`config.mk`:
```
export PLATFORM = sky130hd
export DESIGN_NAME = serial_subtractor
export DESIGN_NICKNAME = d
export VERILOG_FILES = /design/src/rtl/serial_subtractor.sv
export SDC_FILE = /design/constraint.sdc
export NUM_CORES = 1
export LEC_CHECK = 0
export CAP_MARGIN = 20
export CORE_ASPECT_RATIO = 0.5
export CORE_MARGIN = 2
export CORE_UTILIZATION = 50
export CTS_BUF_LIST = sky130_fd_sc_hd__clkbuf_4
export DETAILED_ROUTE_END_ITERATION = 12
export DONT_BUFFER_PORTS = 1
export PLACE_DENSITY_LB_ADDON = 0.25
export SYNTH_ARGS = -nofsm -noshare
export SYNTH_HDL_FRONTEND = slang
export SYNTH_SLANG_ARGS = --single-unit
```
`constraint.sdc`:
```
create_clock -name clk -period 1.6 [get_ports clk]
set_input_delay 0.4 -clock clk [delete_from_list [all_inputs] [get_ports clk]]
set_output_delay 0.4 -clock clk [all_outputs]
set_load 0.02 [all_outputs]
```
`src/rtl/serial_subtractor.sv`:
```
// Bit-serial unsigned subtractor: a - b one bit per clock, LSB first,
// with valid/ready handshakes on both operand and result sides.
module serial_subtractor #(
  parameter int WIDTH = 8
) (
  input  logic             clk,
  input  logic             rst,
  input  logic             in_valid,
  output logic             in_ready,
  input  logic [WIDTH-1:0] a,
  input  logic [WIDTH-1:0] b,
  output logic             out_valid,
  input  logic             out_ready,
  output logic [WIDTH-1:0] diff,
  output logic             borrow
);

  localparam int CW = $clog2(WIDTH + 1);

  typedef enum logic [1:0] {IDLE, RUN, DONE} state_t;

  state_t           state_q, state_d;
  logic [WIDTH-1:0] opa_q, opa_d;
  logic [WIDTH-1:0] opb_q, opb_d;
  logic [WIDTH-1:0] res_q, res_d;
  logic [WIDTH-1:0] diff_q, diff_d;
  logic [CW-1:0]    cnt_q, cnt_d;
  logic             br_q, br_d;
  logic             borrow_q, borrow_d;
  logic             d_bit, br_next;

  // Full-subtractor cell on the current LSBs plus the registered borrow.
  assign d_bit   = opa_q[0] ^ opb_q[0] ^ br_q;
  assign br_next = (~opa_q[0] & opb_q[0]) | (~(opa_q[0] ^ opb_q[0]) & br_q);

  always_comb begin
    state_d  = state_q;
    opa_d    = opa_q;
    opb_d    = opb_q;
    res_d    = res_q;
    diff_d   = diff_q;
    cnt_d    = cnt_q;
    br_d     = br_q;
    borrow_d = borrow_q;
    case (state_q)
      IDLE: begin
        if (in_valid) begin
          opa_d   = a;
          opb_d   = b;
          res_d   = '0;
          br_d    = 1'b0;
          cnt_d   = '0;
          state_d = RUN;
        end
      end
      RUN: begin
        // Result bits enter at the MSB so the LSB lands at bit 0 after WIDTH shifts.
        res_d = (res_q >> 1) | (WIDTH'(d_bit) << (WIDTH - 1));
        opa_d = opa_q >> 1;
        opb_d = opb_q >> 1;
        br_d  = br_next;
        cnt_d = cnt_q + CW'(1);
        if (cnt_q == CW'(WIDTH - 1)) begin
          state_d  = DONE;
          diff_d   = res_d;
          borrow_d = br_next;
        end
      end
      DONE: begin
        if (out_ready) state_d = IDLE;
      end
      default: state_d = IDLE;
    endcase
  end

  always_ff @(posedge clk or posedge rst) begin
    if (rst) begin
      state_q  <= IDLE;
      opa_q    <= '0;
      opb_q    <= '0;
      res_q    <= '0;
      diff_q   <= '0;
      cnt_q    <= '0;
      br_q     <= 1'b0;
      borrow_q <= 1'b0;
    end else begin
      state_q  <= state_d;
      opa_q    <= opa_d;
      opb_q    <= opb_d;
      res_q    <= res_d;
      diff_q   <= diff_d;
      cnt_q    <= cnt_d;
      br_q     <= br_d;
      borrow_q <= borrow_d;
    end
  end

  assign in_ready  = (state_q == IDLE);
  assign out_valid = (state_q == DONE);
  assign diff      = diff_q;
  assign borrow    = borrow_q;

endmodule

```
==> metrics.log <==
INFO  metric post-synth-top-area-cell = sky130_fd_sc_hd__dfrtp_1
INFO  metric fin_util = 64.0%
INFO  metric synthesis.yosys.warnings = 0
INFO  metric initialDrtViolationCount = 47
INFO  metric fmax = 623 MHz
INFO  metric ctsRootBufferMaster = sky130_fd_sc_hd__clkbuf_4
INFO  metric yosys_register_bits = 39
INFO  metric crit_type = reg2out
INFO  metric vias = 1200
INFO  metric chipWidth = 86.6 um
INFO  metric routed_wire_length_per_instance = 17.0 um
INFO  metric cts.reportedPaths.clkPinSlew = 0.13 ns
INFO  metric die_area = 0.00392 mm2
INFO  metric seq_power_share = 46.0%
INFO  metric layout_nets = 187
INFO  metric place_inst = 190
INFO  metric power_density = 1930 mW/mm2
INFO  metric power_frac_comb = 32.0%
INFO  metric p_sw_share = 34.2%
INFO  metric slew_headroom = 60.2%
INFO  metric rsz0062_at_grt = yes
INFO  metric internal_power_component = 2.54 mW
INFO  metric final_max_slew_viol_count = 0
INFO  metric mappedNetlistNets = 174
INFO  metric endpoint_required_time_on_the_critical_path = 1.20 ns
INFO  metric drv_cap = 0
INFO  metric post_synth.cell_area_avg = 11.2 um2
INFO  metric hold_slack = 0.0361 ns
INFO  metric post-route-period-util = 100%
INFO  metric syn_area = 0.00171 mm2
INFO  metric total_switching_power = 1.32 mW
INFO  metric netlist.area_leader.share = 57.2%
INFO  metric viasPerCell = 5.83
INFO  metric violations = negative setup slack
INFO  metric critical_path_source_type = flop
INFO  metric fin_total_pwr = 3.85 mW
INFO  metric globalRoute.totalOverflow = 0
INFO  metric worst_pin_slew = 0.596 ns
INFO  metric io_port_bufs = 0
INFO  metric insertion_delay = 0.35 ns
INFO  metric cts_inserted_buffers = 5
INFO  metric synth.yosys.seq_area_share = 57.2%
INFO  metric hold_path_class = in2async
INFO  metric cell_types_with_the_largest_area_share_after_synthesis = sky130_fd_sc_hd__dfrtp_1 (57%), sky130_fd_sc_hd__and3b_1 (6.2%), sky130_fd_sc_hd__mux2_2 (5.3%)
INFO  metric numClockSinks = 39
INFO  metric hold_violations = 0
INFO  metric cts_tree = built
INFO  metric drtAntennaViolNets = 0
INFO  metric ys_types = 24
INFO  metric num_antenna_cells = 0
INFO  metric leakage = 0.975 nW
INFO  metric finalWirelength = 3500 um
INFO  metric report.final.setup_viol = 1
INFO  metric clock_skew = 0.0127 ns
INFO  metric place_worst_setup_slack = 0.119 ns
INFO  metric grt_pass1_vias = 1209
INFO  metric drive_above_1_share = 21.1%
INFO  metric min_period = 1.60 ns
INFO  metric final.setup.worst_slack = -0.00499 ns
INFO  metric power.ir.vdd_worst = 0.736 mV
INFO  metric layout.cells.non_filler = 206
INFO  metric clk_path_buf_depth = 2
INFO  metric hpwl = 1930 um
INFO  metric critical_path_arrival = 1.20 ns
INFO  metric cts_max_level = 2
INFO  metric gpl.final_weighted_congestion = 0.800
INFO  metric p_clk_share = 22.0%
INFO  metric grt_pass1_wl = 5830 um
INFO  metric run_status = finished with violations
INFO  metric synth_cells = 152
INFO  metric core.rowCount = 14
INFO  metric endpoint_kind = output port
INFO  metric chipHeight = 45.3 um
INFO  metric combined_global_route_utilization_of_all_metal_layers = 20.9%
INFO  metric post-route-drc-count = 0
INFO  metric area_of_the_core_region = 0.00312 mm2
INFO  metric detailedRoute.firstPassIterationCount = 4
INFO  metric antenna_found_initial = 0
INFO  metric start_util = 54.7%
INFO  metric grt_start_max_net_pins = 40
INFO  metric area_growth = 16.9%
INFO  metric io_pins = 31
INFO  metric path_max_fanout = 4
==> power groups by stage <==
stage	combinational (mW)	sequential [mW]	clock, mW
floorplan	0.832	1.71	0
global route	1.38	1.83	0.901
CTS	1.21	1.77	0.850
finish	1.23	1.77	0.849
detailed placement	1.06	1.79	0
global placement	1.02	1.77	0
==> metrics by stage <==
stage,instance area (um2),setup TNS (ns)
final,2000,-0.00499
after global routing,2000,-0.122
after CTS,1990,0
after floorplan,1710,0
after global placement,1800,0
after detailed placement,1800,0
==> final timing paths <==
kind,start,end,slack [ns],cells past startpoint
hold reg to reg,opa_q[6]$_DFFE_PP0P_,opa_q[6]$_DFFE_PP0P_,0.49,2
setup / recovery,state_q[0]$_DFFE_PP0P_,out_valid,-0.005,3
min in group clk,out_ready,state_q[1]$_DFFE_PP0P_,0.20,2
max in group asynchronous,rst,borrow$_DFFE_PP0P_,1.23,2
setup reg to reg,state_q[0]$_DFFE_PP0P_,diff[5]$_DFFE_PP0P_,0.09,5
hold / removal,rst,opb_q[0]$_DFFE_PP0P_,0.04,2
==> synth_stat cells (all sizes together) <==
cell type  number
a21oi          13
nor2b           3
inv             5
nand2b          2
clkbuf          5
or3             1
o21bai          1
dfrtp          39
o21ai          16
nor2            2
a32o            2
mux2            8
nand2          18
buf             5
a22o            9
a21o            1
mux2i           2
fa              1
nand3           3
ha              1
nor3            1
a22oi           2
and3b          12
==> state kept, by name, indices dropped and copies added, names as in the netlist <==
name and flops:
state_q 2, cnt_q 4, diff 8, borrow 1
res_q 7, br_q 1, opa_q 8, opb_q 8
==> timing repair <==
| action | 4_1_cts | 5_1_grt |
|---|---|---|
| cloned | 1 | 0 |
| resized for setup | 1 | 0 |
| setup buffers | 6 | 1 |
| hold buffers | 0 | 0 |
| endpoints found under the setup margin | 2 | 3 |
==> layer usage <==
layer | vias to the layer above | part of all wire, % | global-route usage [%]
met4 | 0 | 2.1 | 10.0
li1 | 566 | - | -
met2 | 39 | 43 | 31.4
met1 | 586 | 47 | 27.4
met3 | 9 | 7.5 | 7.68
met5 | - | 0 | 0
==> worst max-delay path: stages (launching register included) <==
cell and delay, ns:
sky130_fd_sc_hd__dfrtp_1 0.46, sky130_fd_sc_hd__buf_12 0.15, sky130_fd_sc_hd__nor2b_1 0.10, sky130_fd_sc_hd__buf_4 0.15
==> layout make-up <==
class / instances / area, um2
fill: 269 / 1120
sequential: 39 / 976
multi-input combinational: 98 / 672
timing repair buffer: 16 / 174
clock inverter: 2 / 60.1
tap: 40 / 50.0
clock buffer: 6 / 45.0
inverter: 5 / 18.8
==> kinds of logic after synthesis <==
group | share of synthesized area [%]
compound gates | 16.1
buf+inv | 3.67
mux | 6.45
fa+ha+maj | 1.91
flops | 57.2
simple gates | 14.7
==> layout by cell type (no fill, tap or decap) <==
cell                        count
sky130_fd_sc_hd__a32o_1         2
sky130_fd_sc_hd__nor2b_1        3
sky130_fd_sc_hd__nor2_1         2
sky130_fd_sc_hd__nand2_1       18
sky130_fd_sc_hd__fa_1           1
sky130_fd_sc_hd__nand2b_1       1
sky130_fd_sc_hd__o21bai_2       1
sky130_fd_sc_hd__a21o_1         1
sky130_fd_sc_hd__mux2i_1        2
sky130_fd_sc_hd__o21ai_0       16
sky130_fd_sc_hd__a21oi_1       13
sky130_fd_sc_hd__inv_1          5
sky130_fd_sc_hd__a22oi_1        2
sky130_fd_sc_hd__nand3_1        3
sky130_fd_sc_hd__bufinv_16      2
sky130_fd_sc_hd__and3b_1       12
sky130_fd_sc_hd__dfrtp_1       39
sky130_fd_sc_hd__a22o_1         9
sky130_fd_sc_hd__clkbuf_4       6
sky130_fd_sc_hd__nand2b_2       1
sky130_fd_sc_hd__buf_12         2
sky130_fd_sc_hd__nor3_4         1
sky130_fd_sc_hd__or3_1          1
sky130_fd_sc_hd__mux2_2         8
sky130_fd_sc_hd__ha_1           1
sky130_fd_sc_hd__buf_6          1
sky130_fd_sc_hd__bufbuf_16      1
sky130_fd_sc_hd__buf_4         12
No activity file was read; power rests on OpenSTA's default activity.
